==> src/rtl/usb_status_reporter.sv <==
// USB status debug monitor: watched status changes are reported as "S=XXXX\r\n" lines on an 8N1 UART.
// Optional macro USB_STATUS_DROP_MARK_EN: a line started while dropped=1 carries '*' before CR.
module usb_status_reporter #(
    parameter int          CLKS_PER_BIT = 416,
    parameter logic [12:0] WATCH_MASK   = 13'h1FE4
) (
    input  logic       clk48,
    input  logic       rst_n,
    input  logic       tx_en,
    input  logic       tx_j,
    input  logic       tx_se0,
    input  logic       usb_rst,
    input  logic       transaction_active,
    input  logic [3:0] endpoint,
    input  logic       direction_in,
    input  logic       setup,
    input  logic       data_strobe,
    input  logic       success,
    output logic       uart_sout,
    output logic       uart_busy,
    output logic       uart_done,
    output logic       dropped
);
    localparam int CW = $clog2(CLKS_PER_BIT);
    localparam logic [CW-1:0] BIT_LAST = CW'(CLKS_PER_BIT - 1);

    typedef enum logic [2:0] {IDLE, START, DATA, STOP, LOAD} state_t;

    state_t        state, state_n;
    logic [1:0]    rst_pipe;
    logic          rst_sync_n;
    logic [12:0]   sync1, snap, snap_prev;
    logic [12:0]   msg, pend;
    logic          pend_valid;
    logic [CW-1:0] bit_cnt;
    logic [2:0]    data_idx;
    logic [3:0]    byte_idx, last_idx;
    logic          change, bit_end, start_msg, mark;
    logic [15:0]   hex_word;
    logic [7:0]    cur_byte;

    // Reset asserts asynchronously but releases two clocks later.
    always_ff @(posedge clk48 or negedge rst_n) begin
        if (!rst_n) rst_pipe <= 2'b00;
        else        rst_pipe <= {rst_pipe[0], 1'b1};
    end
    assign rst_sync_n = rst_pipe[1];

    always_ff @(posedge clk48 or negedge rst_sync_n) begin
        if (!rst_sync_n) begin
            sync1     <= '0;
            snap      <= '0;
            snap_prev <= '0;
        end else begin
            sync1     <= {success, data_strobe, setup, direction_in, endpoint,
                          transaction_active, usb_rst, tx_se0, tx_j, tx_en};
            snap      <= sync1;
            snap_prev <= snap;
        end
    end

    assign change    = |((snap ^ snap_prev) & WATCH_MASK);
    assign bit_end   = (bit_cnt == BIT_LAST);
    assign start_msg = ((state == IDLE) && change) || (state == LOAD);
    assign uart_busy = (state != IDLE);
    assign hex_word  = {3'b000, msg};
    assign last_idx  = mark ? 4'd8 : 4'd7;

`ifdef USB_STATUS_DROP_MARK_EN
    always_ff @(posedge clk48 or negedge rst_sync_n) begin
        if (!rst_sync_n)    mark <= 1'b0;
        else if (start_msg) mark <= dropped;
    end
`else
    assign mark = 1'b0;
`endif

    function automatic logic [7:0] hex_ascii(input logic [3:0] n);
        return (n < 4'd10) ? (8'h30 + {4'h0, n}) : (8'h37 + {4'h0, n});
    endfunction

    always_comb begin
        cur_byte = 8'h0A;
        case (byte_idx)
            4'd0:    cur_byte = 8'h53;
            4'd1:    cur_byte = 8'h3D;
            4'd2:    cur_byte = hex_ascii(hex_word[15:12]);
            4'd3:    cur_byte = hex_ascii(hex_word[11:8]);
            4'd4:    cur_byte = hex_ascii(hex_word[7:4]);
            4'd5:    cur_byte = hex_ascii(hex_word[3:0]);
            4'd6:    cur_byte = mark ? 8'h2A : 8'h0D;
            4'd7:    cur_byte = mark ? 8'h0D : 8'h0A;
            default: cur_byte = 8'h0A;
        endcase
    end

    always_comb begin
        state_n   = state;
        uart_sout = 1'b1;
        case (state)
            IDLE:  if (change) state_n = START;
            START: begin
                uart_sout = 1'b0;
                if (bit_end) state_n = DATA;
            end
            DATA: begin
                uart_sout = cur_byte[data_idx];
                if (bit_end && data_idx == 3'd7) state_n = STOP;
            end
            STOP: begin
                // An event landing on the final stop cycle still goes through LOAD.
                if (bit_end) begin
                    if (byte_idx != last_idx)     state_n = START;
                    else if (pend_valid || change) state_n = LOAD;
                    else                           state_n = IDLE;
                end
            end
            LOAD:    state_n = START;
            default: state_n = IDLE;
        endcase
    end

    always_ff @(posedge clk48 or negedge rst_sync_n) begin
        if (!rst_sync_n) begin
            state      <= IDLE;
            bit_cnt    <= '0;
            data_idx   <= '0;
            byte_idx   <= '0;
            msg        <= '0;
            pend       <= '0;
            pend_valid <= 1'b0;
            dropped    <= 1'b0;
            uart_done  <= 1'b0;
        end else begin
            state     <= state_n;
            uart_done <= (state == STOP) && bit_end;
            if (state == IDLE || state == LOAD || bit_end) bit_cnt <= '0;
            else                                           bit_cnt <= bit_cnt + CW'(1);
            if (state == DATA && bit_end) data_idx <= data_idx + 3'd1;
            if (start_msg)                       byte_idx <= 4'd0;
            else if (state == STOP && bit_end)   byte_idx <= byte_idx + 4'd1;
            if (start_msg) begin
                msg     <= (state == LOAD) ? pend : snap;
                dropped <= 1'b0;
            end
            // In LOAD the old pending word is being consumed, so refilling it is not a drop.
            if (change && state != IDLE) begin
                pend       <= snap;
                pend_valid <= 1'b1;
                if (pend_valid && state != LOAD) dropped <= 1'b1;
            end else if (state == LOAD) begin
                pend_valid <= 1'b0;
            end
        end
    end
endmodule

==> config.mk <==
export PLATFORM = sky130hd
export DESIGN_NAME = usb_status_reporter
export DESIGN_NICKNAME = d
export VERILOG_FILES = /design/src/rtl/usb_status_reporter.sv
export SDC_FILE = /design/constraint.sdc
export NUM_CORES = 1
export LEC_CHECK = 0
export ABC_AREA = 1
export BUFFER_PORTS_ARGS = -buffer_cell sky130_fd_sc_hd__buf_2
export CAP_MARGIN = 10
export CORE_ASPECT_RATIO = 0.9
export CORE_MARGIN = 2
export CORE_UTILIZATION = 28
export CTS_CLUSTER_DIAMETER = 50
export DETAILED_ROUTE_END_ITERATION = 8
export PLACE_DENSITY = 0.52
export SETUP_SLACK_MARGIN = 0.4
export SLEW_MARGIN = 25
export SYNTH_ARGS = -nofsm -noshare
export SYNTH_HDL_FRONTEND = slang
export SYNTH_SLANG_ARGS = --single-unit
==> constraint.sdc <==
create_clock -name clk48 -period 2.3 [get_ports clk48]
set_input_delay 0.345 -clock clk48 [delete_from_list [all_inputs] [get_ports clk48]]
set_output_delay 0.345 -clock clk48 [all_outputs]
set_load 0.005 [all_outputs]
==> flow_summary.json <==
{
  "status": "finished, violations left",
  "violations": "negative setup slack",
  "dp.cells": 627,
  "num_vias": 2863,
  "synth_top_family_by_area": "simple AND/OR/NAND/NOR gates",
  "synth.distinct_cells": 31,
  "setup.worst_path.start": "byte_idx[0]$_DFFE_PN0P_",
  "cp-end-kind": "primary output",
  "min_path_cells": 1,
  "detail_route.wl_per_cell_um": 11.7,
  "io_pins": 19,
  "grt_pass1_vias": 2763,
  "path_max_fanout": 5,
  "r2r_end": "msg[12]$_DFFE_PN0P_",
  "yosys.area_share.simple_pct": 23.9,
  "die_area_um2": 14900,
  "drive_gt1_share_pct": 21.4,
  "antenna_left": 0,
  "startpoint_type": "flip-flop",
  "cts.sinks": 85,
  "netlist_area_um2": 3900,
  "ys_warn_count": 0,
  "grt_pass1_wl_um": 13200,
  "synth_compound_area_share_pct": 9.17,
  "syn2layout_area_growth_pct": 22.6,
  "die_x_um": 128,
  "tritoncts": "built",
  "irDropWorstVdd_uv": 383,
  "finalHoldViolCount": 0,
  "crit_arrival_ps": 1990,
  "crit_top_cell": "nand2_1",
  "max_stage_delay_ps": 480,
  "fillers": 1308,
  "synthXorXnorAreaFrac_pct": 2.02,
  "dieHeight_um": 116,
  "portBuffers": 18,
  "hp-class": "in2reg",
  "core_um2": 13500,
  "async_reset_ff_share_pct": 100,
  "cp.required_ps": 1960,
  "antenna_found_initial": 0,
  "nets": 501,
  "syn_avg_cell_area_um2": 8.69,
  "synth_ff_type": "dfrtp_1",
  "clockBufferDepth": 2,
  "wirelength_um": 7600,
  "rsz0062_at_grt": "yes",
  "critical_path_class": "reg2out",
  "synth.mux.area_fraction_pct": 0.289,
  "cts_max_level": 3,
  "cpMaxStageDelayCell": "dfrtp_2",
  "dp_hpwl_um": 5010,
  "dpl-instance-area_um2": 4170,
  "maxSlewHeadroom_pct": 65.0,
  "synthAdderAreaFrac_pct": 3.21,
  "cp_cell_sequence": "inv_4 > ha_4 > nand3_4 > inv_4 > nand2_2 > nand2_2 > nor2_2 > nand2_1 > nand2_1 > nand3_1 > nand3_1 > nand2_1 > nand2_1 > nand2_1 > buf_2",
  "grt_max_degree": 45,
  "drt_iter0_drc": 181,
  "layout.area.seq_um2": 2130,
  "finalCritPeriodShare_pct": 101,
  "fmax_mhz": 428,
  "fin_skew_ps": 9.46,
  "diodes": 0,
  "maxCapViolCount": 0,
  "detail_route.drc_violations": 0,
  "syn_nets": 474,
  "reg2reg_slack_ps": 480,
  "final_area_um2": 4780,
  "multiInputGateArea_um2": 1750,
  "synth_edf_count": 0,
  "clk_pin_slew_worst_paths_ps": 70,
  "num_rows": 40,
  "reg2reg_depth": 6,
  "fin_setup_tns_ps": -34.3,
  "power-per-cell-area_nw_per_um2": 911,
  "hp-start": "endpoint[1]",
  "synth_seq_area_share_pct": 54.5,
  "power.total_mw": 4.36,
  "fin_cells": 649,
  "numCtsBuffers": 9,
  "grt-ovfl-total": 0,
  "place.gp.congestion": 0.892,
  "cts_root_buf": "clkbuf_16",
  "fin_ws_ps": -34.3,
  "final_util_pct": 35.5,
  "initial_core_util_pct": 29.0,
  "viasPerCell": 4.41,
  "hold_end": "sync1[6]$_DFF_PN0_",
  "r2r_start": "state[0]$_DFFE_PN0P_",
  "first_pass_iters": 5,
  "worst_pin_slew_ps": 525,
  "yosys_register_bits": 85,
  "track_usage_pct": 11.2,
  "p_leak_nw": 2.21,
  "clk_latency_ps": 340,
  "fin_crit_ps": 2330,
  "slew_viol_final": 0,
  "syn_inst": 449,
  "finalSetupViolCount": 1
}
worst max path at each step:
stage	endpoint	depth (start not counted)
floorplan	uart_sout	13
global placement	uart_sout	15
detailed placement	uart_sout	14
CTS	uart_sout	15
global route	uart_sout	15
finish	uart_sout	15
synth_stat cells, drive strengths merged (2+ instances only):
| cell type | number | area share, % |
|---|---|---|
| nor4 | 3 | 0.80 |
| xor2 | 7 | 1.6 |
| nor3b | 2 | 0.38 |
| xnor2 | 2 | 0.45 |
| nand3 | 36 | 4.6 |
| buf | 9 | 1.5 |
| nand2 | 111 | 11 |
| o21ai | 36 | 5.1 |
| o22ai | 2 | 0.32 |
| ha | 10 | 3.2 |
| nand4 | 3 | 0.48 |
| nor2 | 49 | 5.4 |
| inv | 54 | 5.2 |
| or2 | 2 | 0.32 |
| nor3 | 7 | 0.90 |
| a21oi | 27 | 3.6 |
| dfrtp | 85 | 55 |
cell usage in the layout, fill, tap and decap left out, types with 5 or more instances in the layout:
cell,instances
nand2_1,96
dfrtp_1,81
inv_1,45
nor2_1,39
nand3_1,29
a21oi_1,26
o21ai_0,26
buf_2,18
nand2_2,9
clkbuf_16,9
o21ai_2,8
nor3_1,7
xor2_1,7
nor2_2,6
inv_2,5
nand3_2,5
ha_1,5
buf_4,5
logic make-up after synthesis:
logic type / after synthesis
adders and majority gates: 10
and+or+nand+nor: 213
xor gates and xnor gates: 9
DFF: 85
muxes: 1
buffers and inverters: 64
AOI/OAI and AO/OA: 66
other: 1
routing by layer:
layer / part of all wire (%) / up-vias / GRT usage, %
li1: - / 1491 / -
met3: 3.1 / 8 / 3.65
met1: 52 / 1336 / 15.5
met2: 44 / 28 / 16.2
met4: 1.3 / 0 / 4.62
met5: 0 / - / 0
repair_timing:
action	in CTS	in global routing
buffers inserted	2	2
endpoints found under the hold margin	2	0
hold buffers	1	0
cloned	0	1
setup endpoints to repair	17	40
pin swaps	9	11
resized for setup	33	32
power by group:
part	internal, mW	switching [mW]	total, mW
clock	0.892	0.642	1.53
sequential	1.73	0.214	1.95
combinational	0.341	0.539	0.880
per-stage QoR:
stage | hold WS [ps] | setup slack (ps)
2_1_floorplan | 49.4 | 496
3_3_place_gp | 131 | 218
3_5_place_dp | 133 | 161
4_1_cts | 87.4 | -39.2
5_1_grt | 79.3 | -200
6_report | 102 | -34.3
flip-flops by register name, summed over array words and instances (netlist names):
register    count
uart_done       1
byte_idx        4
pend_valid      1
bit_cnt         9
pend           13
state           3
dropped         1
msg            13
data_idx        3
sync1          13
rst_pipe        2
snap_prev       9
snap           13
worst max-delay path: cells and delay by family, from the launching register on:
kind	cells	cell delay (ps)
and+or+nand+nor	11	710
buffers and inverters	3	320
DFF	1	480
adders and majority gates	1	150
layout make-up:
| type | instances | area share (%) |
|---|---|---|
| Timing Repair Buffer | 25 | 3.29 |
| Clock buffer | 10 | 4.99 |
| Clock inverter | 6 | 1.65 |
| Tap cell | 168 | 4.39 |
| Multi-Input combinational cell | 301 | 36.6 |
| Inverter | 54 | 4.45 |
| Sequential cell | 85 | 44.6 |
Power figures use the tool's default switching activity.
